`src/rtl/vsim_send_arbiter.sv`:
```
// vsim_send_arbiter: message-granular round-robin arbiter that lets NUM_REQ
// producers share one enq/last send endpoint. A granted requester keeps the
// sink until its last beat is accepted. A one-entry registered output stage
// sits between the winner and the sink.
//
// state  | meaning
// -------+-------------------------------------------------------------
// IDLE   | no owner; pick the next requester round-robin from rr_ptr
// LOCKED | owner_q holds the sink until it delivers a beat with last=1
module vsim_send_arbiter #(
    parameter int NUM_REQ = 4,
    parameter int width   = 32,
    parameter int CNT_W   = 16,
    localparam int ID_W   = (NUM_REQ > 1) ? $clog2(NUM_REQ) : 1
) (
    input  logic                     CLK,
    input  logic                     RST,
    input  logic [NUM_REQ-1:0]       in_req,
    input  logic [NUM_REQ-1:0]       in_enq__ENA,
    input  logic [NUM_REQ*width-1:0] in_enq_v,
    input  logic [NUM_REQ-1:0]       in_enq_last,
    output logic [NUM_REQ-1:0]       in_enq__RDY,
    output logic                     out_enq__ENA,
    output logic [width-1:0]         out_enq_v,
    output logic                     out_enq_last,
    input  logic                     out_enq__RDY,
    output logic                     grant_valid,
    output logic [ID_W-1:0]          grant_id,
    output logic [CNT_W-1:0]         msg_count,
    output logic [CNT_W-1:0]         beat_count,
    output logic                     proto_err
);

    typedef enum logic {
        S_IDLE   = 1'b0,
        S_LOCKED = 1'b1
    } state_t;

    state_t           state_q, state_d;
    logic [ID_W-1:0]  rr_ptr_q, rr_ptr_d;
    logic [ID_W-1:0]  owner_q, owner_d;
    logic             full_q, full_d;
    logic [width-1:0] data_q, data_d;
    logic             last_q, last_d;
    logic [CNT_W-1:0] msg_cnt_q, msg_cnt_d;
    logic [CNT_W-1:0] beat_cnt_q, beat_cnt_d;
    logic             err_q, err_d;

    logic             space;
    logic             accept;
    logic             violation;
    logic             found;
    logic [ID_W-1:0]  winner;
    logic [ID_W-1:0]  owner_next;
    logic [width-1:0] beat_v;
    logic             beat_last;
    int               scan_idx;

    // The stage can take a beat when empty or when its current beat leaves this cycle.
    assign space        = !full_q || out_enq__RDY;
    assign out_enq__ENA = full_q && out_enq__RDY;
    assign out_enq_v    = data_q;
    assign out_enq_last = last_q;

    assign grant_valid = (state_q == S_LOCKED);
    assign grant_id    = owner_q;
    assign msg_count   = msg_cnt_q;
    assign beat_count  = beat_cnt_q;
    assign proto_err   = err_q;

    // Only the owner sees ready, and only while the output stage has room.
    always_comb begin
        in_enq__RDY = '0;
        if (state_q == S_LOCKED) begin
            in_enq__RDY[owner_q] = space;
        end
    end

    // Any enable without a matching ready is a violation; such beats never count as accepted.
    assign accept    = |(in_enq__ENA & in_enq__RDY);
    assign violation = |(in_enq__ENA & ~in_enq__RDY);
    assign beat_v    = in_enq_v[int'(owner_q)*width +: width];
    assign beat_last = in_enq_last[owner_q];

    assign owner_next = (owner_q == ID_W'(NUM_REQ - 1)) ? '0 : owner_q + 1'b1;

    // Round-robin search: first pending requester at or above rr_ptr, wrapping.
    always_comb begin
        found    = 1'b0;
        winner   = '0;
        scan_idx = 0;
        for (int k = 0; k < NUM_REQ; k++) begin
            scan_idx = int'(rr_ptr_q) + k;
            if (scan_idx >= NUM_REQ) begin
                scan_idx = scan_idx - NUM_REQ;
            end
            if (!found && in_req[scan_idx]) begin
                found  = 1'b1;
                winner = ID_W'(scan_idx);
            end
        end
    end

    // Next-state for grant FSM, output stage, counters and error flag.
    always_comb begin
        state_d    = state_q;
        rr_ptr_d   = rr_ptr_q;
        owner_d    = owner_q;
        full_d     = full_q;
        data_d     = data_q;
        last_d     = last_q;
        msg_cnt_d  = msg_cnt_q;
        beat_cnt_d = beat_cnt_q;
        err_d      = err_q;

        case (state_q)
            S_IDLE: begin
                if (found) begin
                    state_d = S_LOCKED;
                    owner_d = winner;
                end
            end
            S_LOCKED: begin
                // Release only on an accepted last beat; in_req is ignored here.
                if (accept && beat_last) begin
                    state_d  = S_IDLE;
                    rr_ptr_d = owner_next;
                end
            end
            default: state_d = S_IDLE;
        endcase

        if (accept) begin
            full_d = 1'b1;
            data_d = beat_v;
            last_d = beat_last;
        end else if (out_enq__ENA) begin
            full_d = 1'b0;
        end

        if (out_enq__ENA) begin
            beat_cnt_d = beat_cnt_q + CNT_W'(1);
            if (last_q) begin
                msg_cnt_d = msg_cnt_q + CNT_W'(1);
            end
        end

        if (violation) begin
            err_d = 1'b1;
        end
    end

    // State register; reset also discards any beat held in the output stage.
    always_ff @(posedge CLK) begin
        if (RST) begin
            state_q    <= S_IDLE;
            rr_ptr_q   <= '0;
            owner_q    <= '0;
            full_q     <= 1'b0;
            data_q     <= '0;
            last_q     <= 1'b0;
            msg_cnt_q  <= '0;
            beat_cnt_q <= '0;
            err_q      <= 1'b0;
        end else begin
            state_q    <= state_d;
            rr_ptr_q   <= rr_ptr_d;
            owner_q    <= owner_d;
            full_q     <= full_d;
            data_q     <= data_d;
            last_q     <= last_d;
            msg_cnt_q  <= msg_cnt_d;
            beat_cnt_q <= beat_cnt_d;
            err_q      <= err_d;
        end
    end

endmodule

```
`config.mk`:
```
export PLATFORM = sky130hd
export DESIGN_NAME = vsim_send_arbiter
export DESIGN_NICKNAME = d
export VERILOG_FILES = /design/src/rtl/vsim_send_arbiter.sv
export SDC_FILE = /design/constraint.sdc
export NUM_CORES = 1
export LEC_CHECK = 0
export CAP_MARGIN = 20
export CORE_MARGIN = 2
export CORE_UTILIZATION = 42
export CTS_CLUSTER_SIZE = 20
export DETAILED_ROUTE_END_ITERATION = 6
export GPL_ROUTABILITY_DRIVEN = 0
export PLACE_DENSITY = 0.85
export SLEW_MARGIN = 20
export SYNTH_ARGS = -nofsm -noshare
export SYNTH_HDL_FRONTEND = slang
export SYNTH_SLANG_ARGS = --single-unit
```
`constraint.sdc`:
```
create_clock -name CLK -period 6.6 [get_ports CLK]
set_input_delay 1.32 -clock CLK [delete_from_list [all_inputs] [get_ports CLK]]
set_output_delay 1.32 -clock CLK [all_outputs]
set_load 0.05 [all_outputs]
```
Word level (Yosys, flattened, before mapping)
Index checks and enable logic that the tools add are counted.

Input port bits: 143. Bits in registers: 72. Word-level logic and storage cells: 88. Output and inout bits: 74.

Add/sub/neg operators: 10. Muxes and demuxes: 35. Reductions and logical operators: 17. Shift operators: 1. Eq/ne operators: 1. Bitwise operators: 5. $lt $le $gt $ge: 10.

Operator list (count): $lt A32 B4 Y1 const B (4); $mux W32 (4); $shiftx A128 B8 Y32 (1); $add A16 B1 Y16 const B (2); $mux W1 (18); $and A4 B4 Y4 (3); $sub A3 B3 Y4 const B (3); $bmux W1 S2 (5); $mux W2 (5); $ge A3 B3 Y1 const B (3); $reduce_or A4 Y1 (2); $add A2 B2 Y3 const B (2); $logic_and A1 B1 Y1 (6); $reduce_and A2 Y1 (3); $logic_not A1 Y1 (4); $mux W4 (1); $not A4 Y4 (1); $sub A2 B3 Y4 const B (1); $add A2 B1 Y3 const B (1); $ge A2 B3 Y1 const B (1); $lt A2 B3 Y1 const B (1); $add A2 B1 Y2 const B (1); $demux W1 S2 (1); $eq A2 B2 Y1 const B (1); other kinds (5) (5).

Longest topological paths before layout
Gate-level depths: netlist of run 1.

Depth in word-level cells: 17. Depth in mapped cells: 10. Depth with buffers taken out: 6.

Least setup slack after synthesis of run 1
No wires, ideal clock.

Path kind: input-to-output. From: input out_enq__RDY. To: output out_enq__ENA. Path buffers: 1. Setup slack: 3298 ps. Stages on the path: 2. Arrival: 1982 ps. Required time: 5280 ps. Cells stage by stage: and2_1 -> clkbuf_1.

Cells in the longest elaborated chain, start to end: 1.

RTL lines: from (decl) (RTL line 26) `input logic out_enq__RDY,`; $logic_and A1 B1 Y1 (RTL line 61) `assign out_enq__ENA = full_q && out_enq__RDY;`; to (decl) (RTL line 23) `output logic out_enq__ENA,`.

Every way passes these cells.

Final worst setup path of run 1
From: input out_enq__RDY. To: output in_enq__RDY[3].

Cells in the longest elaborated chain, start to end: 3.

RTL lines: $logic_or A1 B1 Y1 (RTL line 60) `assign space = !full_q || out_enq__RDY;`; $and A4 B4 Y4 (no line); $mux W4 (RTL line 74) `if (state_q == S_LOCKED) begin`; to (decl) (RTL line 22) `output logic [NUM_REQ-1:0] in_enq__RDY,`.

Every way passes these cells.

==> impl_metrics.env, run 1 <==
export IMPL_total_power_mw=1.193
export IMPL_clk_pin_slew_ns=0.08
export IMPL_grt_pass1_vias=4151
export IMPL_antenna_cells=0
export IMPL_syn_area_per_cell_um2=9.390
export IMPL_grt_pass1_wl_um=20480
export IMPL_start_util=0.4372
export IMPL_drc_errors=0
export IMPL_fin_nets=763
export IMPL_cts_resized=0
export IMPL_path_max_fanout=7
export IMPL_die_y_um=99.74
export IMPL_drt_iter0_markers=179
export IMPL_clk_path_buf_depth=2
export IMPL_netlist_area_leader_share=0.3744
export IMPL_fin_util=0.7094
export IMPL_core_area_um2=8806
export IMPL_setup_ws_ns=1.974
export IMPL_synth_async_reset_ratio=0
export IMPL_grtUsageTotal=0.2656
export IMPL_cp_data_arrival_time_ns=3.31
export IMPL_switching_share=0.3063
export IMPL_power_leakage_nw=2.177
export IMPL_num_rows=34
export IMPL_worstMarginPinSlew_ns=1.049
export IMPL_cts_hold_buf=0
export IMPL_grt_max_degree=74
export IMPL_cpMostUsedCell="clkdlybuf4s50_1"
export IMPL_cts_tree="built"
export IMPL_place_hpwl_um=10350
export IMPL_intPower_mw=0.8275
export IMPL_post_route_cell_area_um2=6247
export IMPL_vdd_drop_max_v=0.00009339
export IMPL_synth_seq_cells=72
export IMPL_post_cts_buffers=0
export IMPL_io_pins=217
export IMPL_yosysSeqAreaShare=0.3744
export IMPL_min_path_type="flop to flop"
export IMPL_setup_tns_final_ns=0
export IMPL_layout_drive_gt1_share=0.09532
export IMPL_cap_violations=0
export IMPL_min_period_over_period=0.7009
export IMPL_switching_power_mw=0.3655
export IMPL_synth_ff_type="dfxtp_1"
export IMPL_worstPathCellList="clkdlybuf4s50_1 > or2b_1 > nand3_1 > inv_1 > clkdlybuf4s50_1"
export IMPL_cts_htree_levels=3
export IMPL_final_hold_viol_count=0
export IMPL_critPathLaunchType="primary input"
export IMPL_syn_inst=410
export IMPL_fin_crit_ns=4.626
export IMPL_die_width_um=99.74
export IMPL_insertion_delay_ns=0.34
export IMPL_cp_slowest_cell="clkdlybuf4s50_1"
export IMPL_dp_worst_setup_slack_ns=1.983
export IMPL_synth_common_cells="nand2_1, dfxtp_1, a21oi_1, mux4_2, nor2_1"
export IMPL_drv_slew=0
export IMPL_cts_root_buffer="clkbuf_8"
export IMPL_synth_area_top_cells="dfxtp_1, mux4_2, nand2_1, a21oi_1, xor2_1"
export IMPL_drtAntennaViolNets=0
export IMPL_syn_to_final_growth_pct=62.27
export IMPL_drt_wirelength_per_cell_um=18.08
export IMPL_wl_um=13140
export IMPL_fin_skew_ns=0.01405
export IMPL_syn_area_um2=3850
export IMPL_p_seq_frac=0.408
export IMPL_io_buffer_count=216
export IMPL_max_freq_mhz=216.2
export IMPL_placed_area_um2=6041
export IMPL_viasPerCell=5.495
export IMPL_endpoint_kind="output port"
export IMPL_critPathTopFamily="buffers and inverters"
export IMPL_drtPass1Iterations=4
export IMPL_combPwrFrac=0.292
export IMPL_overflow=0
export IMPL_die_area_um2=9948
export IMPL_r2r_slack_ns=3.43
export IMPL_p_per_area_nw_per_um2=191.0
export IMPL_yosysWarnings=0
export IMPL_vias=3995
export IMPL_synth_most_common_cell="nand2_1"
export IMPL_grt_setup_unrepaired="false"
export IMPL_required_ns=5.28
export IMPL_synth_edf_count=0
export IMPL_cts_sinks=72
export IMPL_critical_path_max_stage_delay_ns=0.84
export IMPL_ys_types=46
export IMPL_synth_top_area_cell="dfxtp_1"
export IMPL_antenna_found_initial=0
export IMPL_crit_type="primary input to output port"
export IMPL_syn_num_nets=559
export IMPL_cts_made_buffers=9
export IMPL_crit_buf_inv=3
export IMPL_fillers=655
export IMPL_status="complete, no violations"
export IMPL_power_frac_clock=0.301
export IMPL_setup_viol=0
export IMPL_slew_headroom=0.3004
[worst register-to-register path: stages (launching register included)]
cell	delay (ns)
dfxtp_2	0.76
buf_4	0.47
inv_1	0.13
ha_1	0.24
a22o_1	0.25
o211ai_1	0.51
buf_4	0.45
nand2_1	0.14
a21oi_1	0.16
[layer usage]
metal,part of all wire,vias up,GRT usage,wire [um]
met1,0.36,1903,0.2945,4782
met3,0.078,30,0.07168,1023
met4,0.034,0,0.1191,448
met5,0,-,0,0
met2,0.52,174,0.4745,6889
li1,-,1888,-,-
[cell usage in the layout, fill, tap and decap left out, drive strengths merged, types with 3 or more instances in the layout]
| cell type | Yosys | layout |
|---|---|---|
| a21oi | 47 | 47 |
| and2 | 5 | 5 |
| and3 | 3 | 3 |
| and4 | 6 | 6 |
| buf | 13 | 4 |
| clkbuf | 13 | 11 |
| clkdlybuf4s50 | 0 | 215 |
| dfxtp | 72 | 72 |
| ha | 6 | 6 |
| inv | 13 | 13 |
| mux4 | 32 | 32 |
| nand2 | 73 | 73 |
| nand3 | 16 | 16 |
| nand4 | 8 | 8 |
| nor2 | 27 | 27 |
| nor2b | 7 | 7 |
| nor3 | 4 | 4 |
| nor4 | 3 | 3 |
| o21ai | 8 | 8 |
| o41ai | 3 | 3 |
| or3 | 6 | 6 |
| xnor2 | 8 | 8 |
| xor2 | 12 | 12 |
[cell type report]
class                   instances  area [um2]  area share
repair buffers                219        2180      0.3489
flip-flops and latches         72        1444      0.2311
well taps                     108       135.1     0.02163
inverters                      13       48.80    0.007811
multi-input cells             299        2233      0.3575
clock inverters                 5       55.05    0.008812
clock buffers                  11       151.4     0.02423
[logic make-up after synthesis]
family	Yosys count	share of synthesized area
flops	72	0.3744
mux	36	0.1982
fa+ha+maj	6	0.01950
buf+inv	39	0.04550
compound gates	74	0.1141
simple gates	163	0.2028
xor+xnor	20	0.04550
[flip-flops by register name, indices dropped and copies added (netlist names)]
name / flops
full_q: 1
out_enq_last: 1
msg_count: 16
rr_ptr_q: 2
proto_err: 1
beat_count: 16
out_enq_v: 32
grant_id: 2
grant_valid: 1
[through the flow]
stage               hold slack (ns)  instances
floorplan                    0.5435        410
global placement             0.4420        711
detailed placement           0.4464        711
CTS                          0.4574        727
global route                 0.4705        727
finish                       0.4571        727
[power by group through the flow]
stage	Sequential, mW	Combinational (mW)	Clock [mW]
finish	0.486	0.348	0.359
global route	0.490	0.365	0.384
CTS	0.486	0.349	0.366
detailed placement	0.496	0.347	0
global placement	0.495	0.340	0
floorplan	0.549	0.136	0
[worst paths after layout]
| kind | from | endpoint | cells past startpoint |
|---|---|---|---|
| worst max-delay path | out_enq__RDY | in_enq__RDY[3] | 5 |
| worst min-delay path | out_enq_v[29]$_SDFFE_PP0P_ | out_enq_v[29]$_SDFFE_PP0P_ | 2 |
| worst max register to register | grant_id[0]$_SDFFE_PP0P_ | out_enq_v[4]$_SDFFE_PP0P_ | 8 |
| worst min register to register | out_enq_v[29]$_SDFFE_PP0P_ | out_enq_v[29]$_SDFFE_PP0P_ | 2 |
Power figures use the tool's default switching activity.
==> run 2, diff against run 1 <==
CORE_UTILIZATION = 39   (was 42)
PLACE_DENSITY = 0.79   (was 0.85)
clock period = 4.45 ns   (was 6.6 ns; I/O delays follow)
==> run 2 against run 1 <==
Effect of this change:
- utilization down 5.9 points
- largest cell class unchanged
- global-route usage down 3.6 points
- die area up 7.4%
- clock skew down 0.0043 ns
- design area up 0.82%
- total power up 48%
- largest power group unchanged
- highest routed layer unchanged
- via count down 1.6%
- final cell count up 3.9%
- sequential cell count unchanged
- critical path depth unchanged
==> impl_metrics.env, run 2 (synthesized netlist as in run 1, its figures left out) <==
export IMPL_status="complete, no violations"
export IMPL_die_area_um2=10680
export IMPL_drt_iter0_markers=106
export IMPL_power_leakage_nw=2.190
export IMPL_setup_tns_final_ns=0
export IMPL_post_cts_buffers=0
export IMPL_overflow=0
export IMPL_grtUsageTotal=0.2297
export IMPL_largest_reg_flops=32
export IMPL_antenna_cells=0
export IMPL_ff2ff_path_depth=5
export IMPL_crit_type="primary input to output port"
export IMPL_core_area_um2=9684
export IMPL_vias=3930
export IMPL_drv_slew=0
export IMPL_min_path_cells=2
export IMPL_grt_pass1_vias=3992
export IMPL_r2r_slack_ns=1.75
export IMPL_cts_resized=0
export IMPL_slew_headroom=0.3106
export IMPL_cts_tree="built"
export IMPL_fin_nets=766
export IMPL_grt_max_degree=42
export IMPL_wl_um=12480
export IMPL_cts_root_buffer="clkbuf_8"
export IMPL_required_ns=3.56
export IMPL_drt_wirelength_per_cell_um=16.54
export IMPL_grt_setup_unrepaired="false"
export IMPL_drc_errors=0
export IMPL_vdd_drop_max_v=0.0001398
export IMPL_wl_met1_um=4654
export IMPL_cts_htree_levels=3
export IMPL_hp_start="out_enq_v[2]$_SDFFE_PP0P_"
export IMPL_fin_skew_ns=0.009782
export IMPL_min_period_over_period=0.8290
export IMPL_cp_data_arrival_time_ns=2.80
export IMPL_io_pins=217
export IMPL_grt_pass1_wl_um=18760
export IMPL_cap_violations=0
export IMPL_max_freq_mhz=271.1
export IMPL_worstPathCellList="clkdlybuf4s50_1 > or2b_1 > nand3_1 > inv_1 > clkdlybuf4s50_1"
export IMPL_cts_made_buffers=9
export IMPL_syn_to_final_growth_pct=63.60
export IMPL_total_power_mw=1.762
export IMPL_cp_slowest_cell="clkdlybuf4s50_1"
export IMPL_layout_common_cells="clkdlybuf4s50_1, nand2_1, dfxtp_1"
export IMPL_final_common_cell="clkdlybuf4s50_1"
export IMPL_clk_pin_slew_ns=0.08
export IMPL_dr_wl_met3_um=980
export IMPL_worstMarginPinSlew_ns=1.034
export IMPL_endpoint_kind="output port"
export IMPL_die_width_um=103.4
export IMPL_critPathLaunchType="primary input"
export IMPL_wl_met2_um=6510
export IMPL_path_max_fanout=7
export IMPL_rr_startpoint="grant_id[1]$_SDFFE_PP0P_"
export IMPL_dr_max_layer_used="met4"
export IMPL_num_rows=36
export IMPL_drtAntennaViolNets=0
export IMPL_start_util=0.3975
export IMPL_insertion_delay_ns=0.34
export IMPL_layout_drive_gt1_share=0.09807
export IMPL_final_hold_viol_count=0
export IMPL_p_per_area_nw_per_um2=279.8
export IMPL_cts_hold_buf=0
export IMPL_cts_sinks=72
export IMPL_worstHoldEndpoint="out_enq_v[2]$_SDFFE_PP0P_"
export IMPL_cpMostUsedCell="clkdlybuf4s50_1"
export IMPL_io_buffer_count=216
export IMPL_min_path_type="flop to flop"
export IMPL_viasPerCell=5.205
export IMPL_place_hpwl_um=9994
export IMPL_setup_viol=0
export IMPL_critical_path_max_stage_delay_ns=0.81
export IMPL_drtPass1Iterations=4
export IMPL_die_y_um=103.4
export IMPL_clk_path_buf_depth=2
export IMPL_antenna_found_initial=0
export IMPL_fin_crit_ns=3.689
export IMPL_reg2reg_to="out_enq_v[31]$_SDFFE_PP0P_"
-- run 2: cell types whose count changed in the layout (fill, tap and decap cells not counted), sizes merged --
cell    change
buf         +3
clkbuf      -1
inv         +1
-- run 2: through the flow --
stage          cell area (um2)  setup WS, ns    util  std cells  hold slack, ns
2_1_floorplan             3850         1.812       -        410          0.5435
4_1_cts                   6299        0.7657  0.6504        755          0.4561
5_1_grt                   6299        0.6728  0.6504        755          0.4720
6_report                  6299        0.7609  0.6504        755          0.4542
3_3_place_gp              6093        0.7925  0.6292        739          0.4421
3_5_place_dp              6093        0.7820  0.6292        739          0.4453
-- run 2: routing by layer --
layer | GRT usage | vias up
met1 | 0.2585 | 1855
li1 | - | 1898
met5 | 0 | -
met4 | 0.08907 | 0
met2 | 0.4030 | 154
met3 | 0.07460 | 23
-- run 2: power breakdown --
part           total (mW)  internal (mW)  switching (mW)
clock network       0.529          0.276           0.253
registers           0.714          0.677          0.0372
logic               0.519          0.265           0.255
total                1.76           1.22           0.545
-- run 2: how the worst max path moves through the flow --
stage / start / to / slack, ns / depth (start not counted)
3_5_place_dp: out_enq__RDY / in_enq__RDY[2] / 0.78 / 5
6_report: out_enq__RDY / in_enq__RDY[2] / 0.76 / 5
4_1_cts: out_enq__RDY / in_enq__RDY[2] / 0.77 / 5
5_1_grt: out_enq__RDY / in_enq__RDY[2] / 0.67 / 5
2_1_floorplan: grant_id[0]$_SDFFE_PP0P_ / in_enq__RDY[0] / 1.81 / 6
3_3_place_gp: out_enq__RDY / in_enq__RDY[2] / 0.79 / 5
-- run 2: cell type report --
cell class                 instances  area, um2
clock buffer                      10      137.6
clock inverter                     6      67.56
fill                             795       3386
inverter                          13      48.80
multi-input combinational        299       2233
sequential                        72       1443
tap                              133      166.4
timing repair buffer             222       2202
-- run 2: critical path, delay by kind of cell --
kind / cells / cell delay, ns
buffers and inverters: 3 / 1.46
and+or+nand+nor: 2 / 0.44
==> run 3, diff against run 2 <==
clock period = 3.8 ns   (was 4.45 ns; I/O delays follow)
==> run 3 against run 2 <==
Effect of this change:
- total power is 17% higher
- design area about the same
- critical path depth did not move
- worst setup slack worse by 0.37 ns
- combinational power grew 21%
- clock power is 16% higher
- final cell count grew 0.26%
- global-route usage is 0.42 points higher
- wire length grew 1.3%
- sequential share of layout area barely moved
==> impl_metrics.env, run 3 (synthesized netlist as in run 1, its figures left out) <==
export IMPL_grt_max_degree=38
export IMPL_status="complete, no violations"
export IMPL_fin_nets=768
export IMPL_drt_iter0_markers=144
export IMPL_max_freq_mhz=292.9
export IMPL_critPathLaunchType="primary input"
export IMPL_die_area_um2=10680
export IMPL_cts_resized=0
export IMPL_dr_wl_met3_um=960
export IMPL_fin_crit_ns=3.414
export IMPL_cp_data_arrival_time_ns=2.65
export IMPL_crit_buf_inv=3
export IMPL_start_util=0.3975
export IMPL_drt_wirelength_per_cell_um=16.71
export IMPL_cp_slowest_cell="clkdlybuf4s50_1"
export IMPL_post_cts_buffers=0
export IMPL_path_max_fanout=7
export IMPL_cts_root_buffer="clkbuf_8"
export IMPL_clk_pin_slew_ns=0.07
export IMPL_num_rows=36
export IMPL_syn_to_final_growth_pct=63.70
export IMPL_final_hold_viol_count=0
export IMPL_critPathTopFamily="buffers and inverters"
export IMPL_setup_viol=0
export IMPL_wl_met2_um=6753
export IMPL_antenna_cells=0
export IMPL_cts_hold_buf=0
export IMPL_cts_sinks=72
export IMPL_wl_met1_um=4638
export IMPL_grt_setup_unrepaired="false"
export IMPL_layout_drive_gt1_share=0.1010
export IMPL_final_common_cell="clkdlybuf4s50_1"
export IMPL_viasPerCell=5.247
export IMPL_fin_skew_ns=0.007777
export IMPL_worstMarginPinSlew_ns=0.5852
export IMPL_wl_um=12650
export IMPL_cts_htree_levels=3
export IMPL_cap_violations=0
export IMPL_cts_made_buffers=9
export IMPL_cpMostUsedCell="clkdlybuf4s50_1"
export IMPL_critical_path_max_stage_delay_ns=0.81
export IMPL_overflow=0
export IMPL_drtPass1Iterations=6
export IMPL_die_width_um=103.4
export IMPL_place_hpwl_um=10130
export IMPL_drtAntennaViolNets=0
export IMPL_vias=3972
export IMPL_core_area_um2=9684
export IMPL_insertion_delay_ns=0.34
export IMPL_drv_slew=0
export IMPL_min_path_type="flop to flop"
export IMPL_vdd_drop_max_v=0.0001544
export IMPL_io_buffer_count=216
export IMPL_power_leakage_nw=2.208
export IMPL_grt_pass1_wl_um=19060
export IMPL_crit_type="primary input to output port"
export IMPL_antenna_found_initial=0
export IMPL_io_pins=217
export IMPL_dr_max_layer_used="met4"
export IMPL_grtUsageTotal=0.2339
export IMPL_slew_headroom=0.6086
export IMPL_worstPathCellList="clkdlybuf4s50_1 > or2b_1 > nand3_1 > inv_1 > clkdlybuf4s50_1"
export IMPL_layout_common_cells="clkdlybuf4s50_1, nand2_1, dfxtp_1"
export IMPL_total_power_mw=2.061
export IMPL_min_period_over_period=0.8984
export IMPL_clk_path_buf_depth=2
export IMPL_largest_reg_flops=32
export IMPL_fillers=798
export IMPL_setup_tns_final_ns=0
export IMPL_endpoint_kind="output port"
export IMPL_drc_errors=0
export IMPL_required_ns=3.04
export IMPL_p_per_area_nw_per_um2=327.0
export IMPL_grt_pass1_vias=3984
export IMPL_cts_tree="built"
export IMPL_die_y_um=103.4
-- run 3: cell count changes in the layout (fill, tap and decap cells not counted) --
cell,delta
clkbuf_8,+1
inv_6,-1
clkinv_4,-1
buf_4,+4
clkbuf_1,+2
clkinv_2,+1
clkinvlp_4,-2
clkdlybuf4s50_1,-2
-- run 3: per-stage QoR --
| step | area (um2) | std cells | hold WS (ns) | util | setup WS [ns] |
|---|---|---|---|---|---|
| after floorplan | 3850 | 410 | 0.5435 | - | 1.292 |
| after global placement | 6103 | 741 | 0.4415 | 0.6302 | 0.4445 |
| after detailed placement | 6103 | 741 | 0.4493 | 0.6302 | 0.4469 |
| after CTS | 6302 | 757 | 0.4616 | 0.6508 | 0.4258 |
| after global routing | 6302 | 757 | 0.4843 | 0.6508 | 0.3290 |
| final | 6302 | 757 | 0.4577 | 0.6508 | 0.3862 |
-- run 3: final timing paths --
path / startpoint / endpoint / slack, ns / cells past startpoint
max: out_enq__RDY / in_enq__RDY[0] / 0.39 / 5
max reg2reg: grant_id[1]$_SDFFE_PP0P_ / rr_ptr_q[0]$_SDFFE_PP0P_ / 1.48 / 7
min reg2reg: out_enq_v[30]$_SDFFE_PP0P_ / out_enq_v[30]$_SDFFE_PP0P_ / 0.46 / 2
min: out_enq_v[30]$_SDFFE_PP0P_ / out_enq_v[30]$_SDFFE_PP0P_ / 0.46 / 2
-- run 3: where the power goes --
| part | internal (mW) | switching, mW | leakage (nW) |
|---|---|---|---|
| logic | 0.312 | 0.315 | 1.52 |
| registers | 0.793 | 0.0292 | 0.585 |
| clock network | 0.338 | 0.275 | 0.103 |
| total | 1.44 | 0.619 | 2.21 |
-- run 3: final cells by class --
cell class | instances | area, um2 | share of cell area
Clock buffer | 13 | 158.9 | 0.02521
Clock inverter | 3 | 40.04 | 0.006353
Inverter | 13 | 48.80 | 0.007743
Multi-Input combinational cell | 299 | 2233 | 0.3544
Sequential cell | 72 | 1443 | 0.2289
Tap cell | 133 | 166.4 | 0.02640
Timing Repair Buffer | 224 | 2212 | 0.3510
-- run 3: layer usage --
| layer | up-vias | track usage |
|---|---|---|
| li1 | 1901 | - |
| met4 | 0 | 0.08603 |
| met3 | 23 | 0.07460 |
| met1 | 1895 | 0.2548 |
| met2 | 153 | 0.4233 |
| met5 | - | 0 |
-- run 3: worst reg2reg max path: stages (launching register included) --
cell      delay (ns)
dfxtp_1         0.33
buf_4           0.42
ha_1            0.34
a22o_1          0.17
o211ai_1        0.12
buf_4           0.22
or3_1           0.40
o41ai_1         0.23
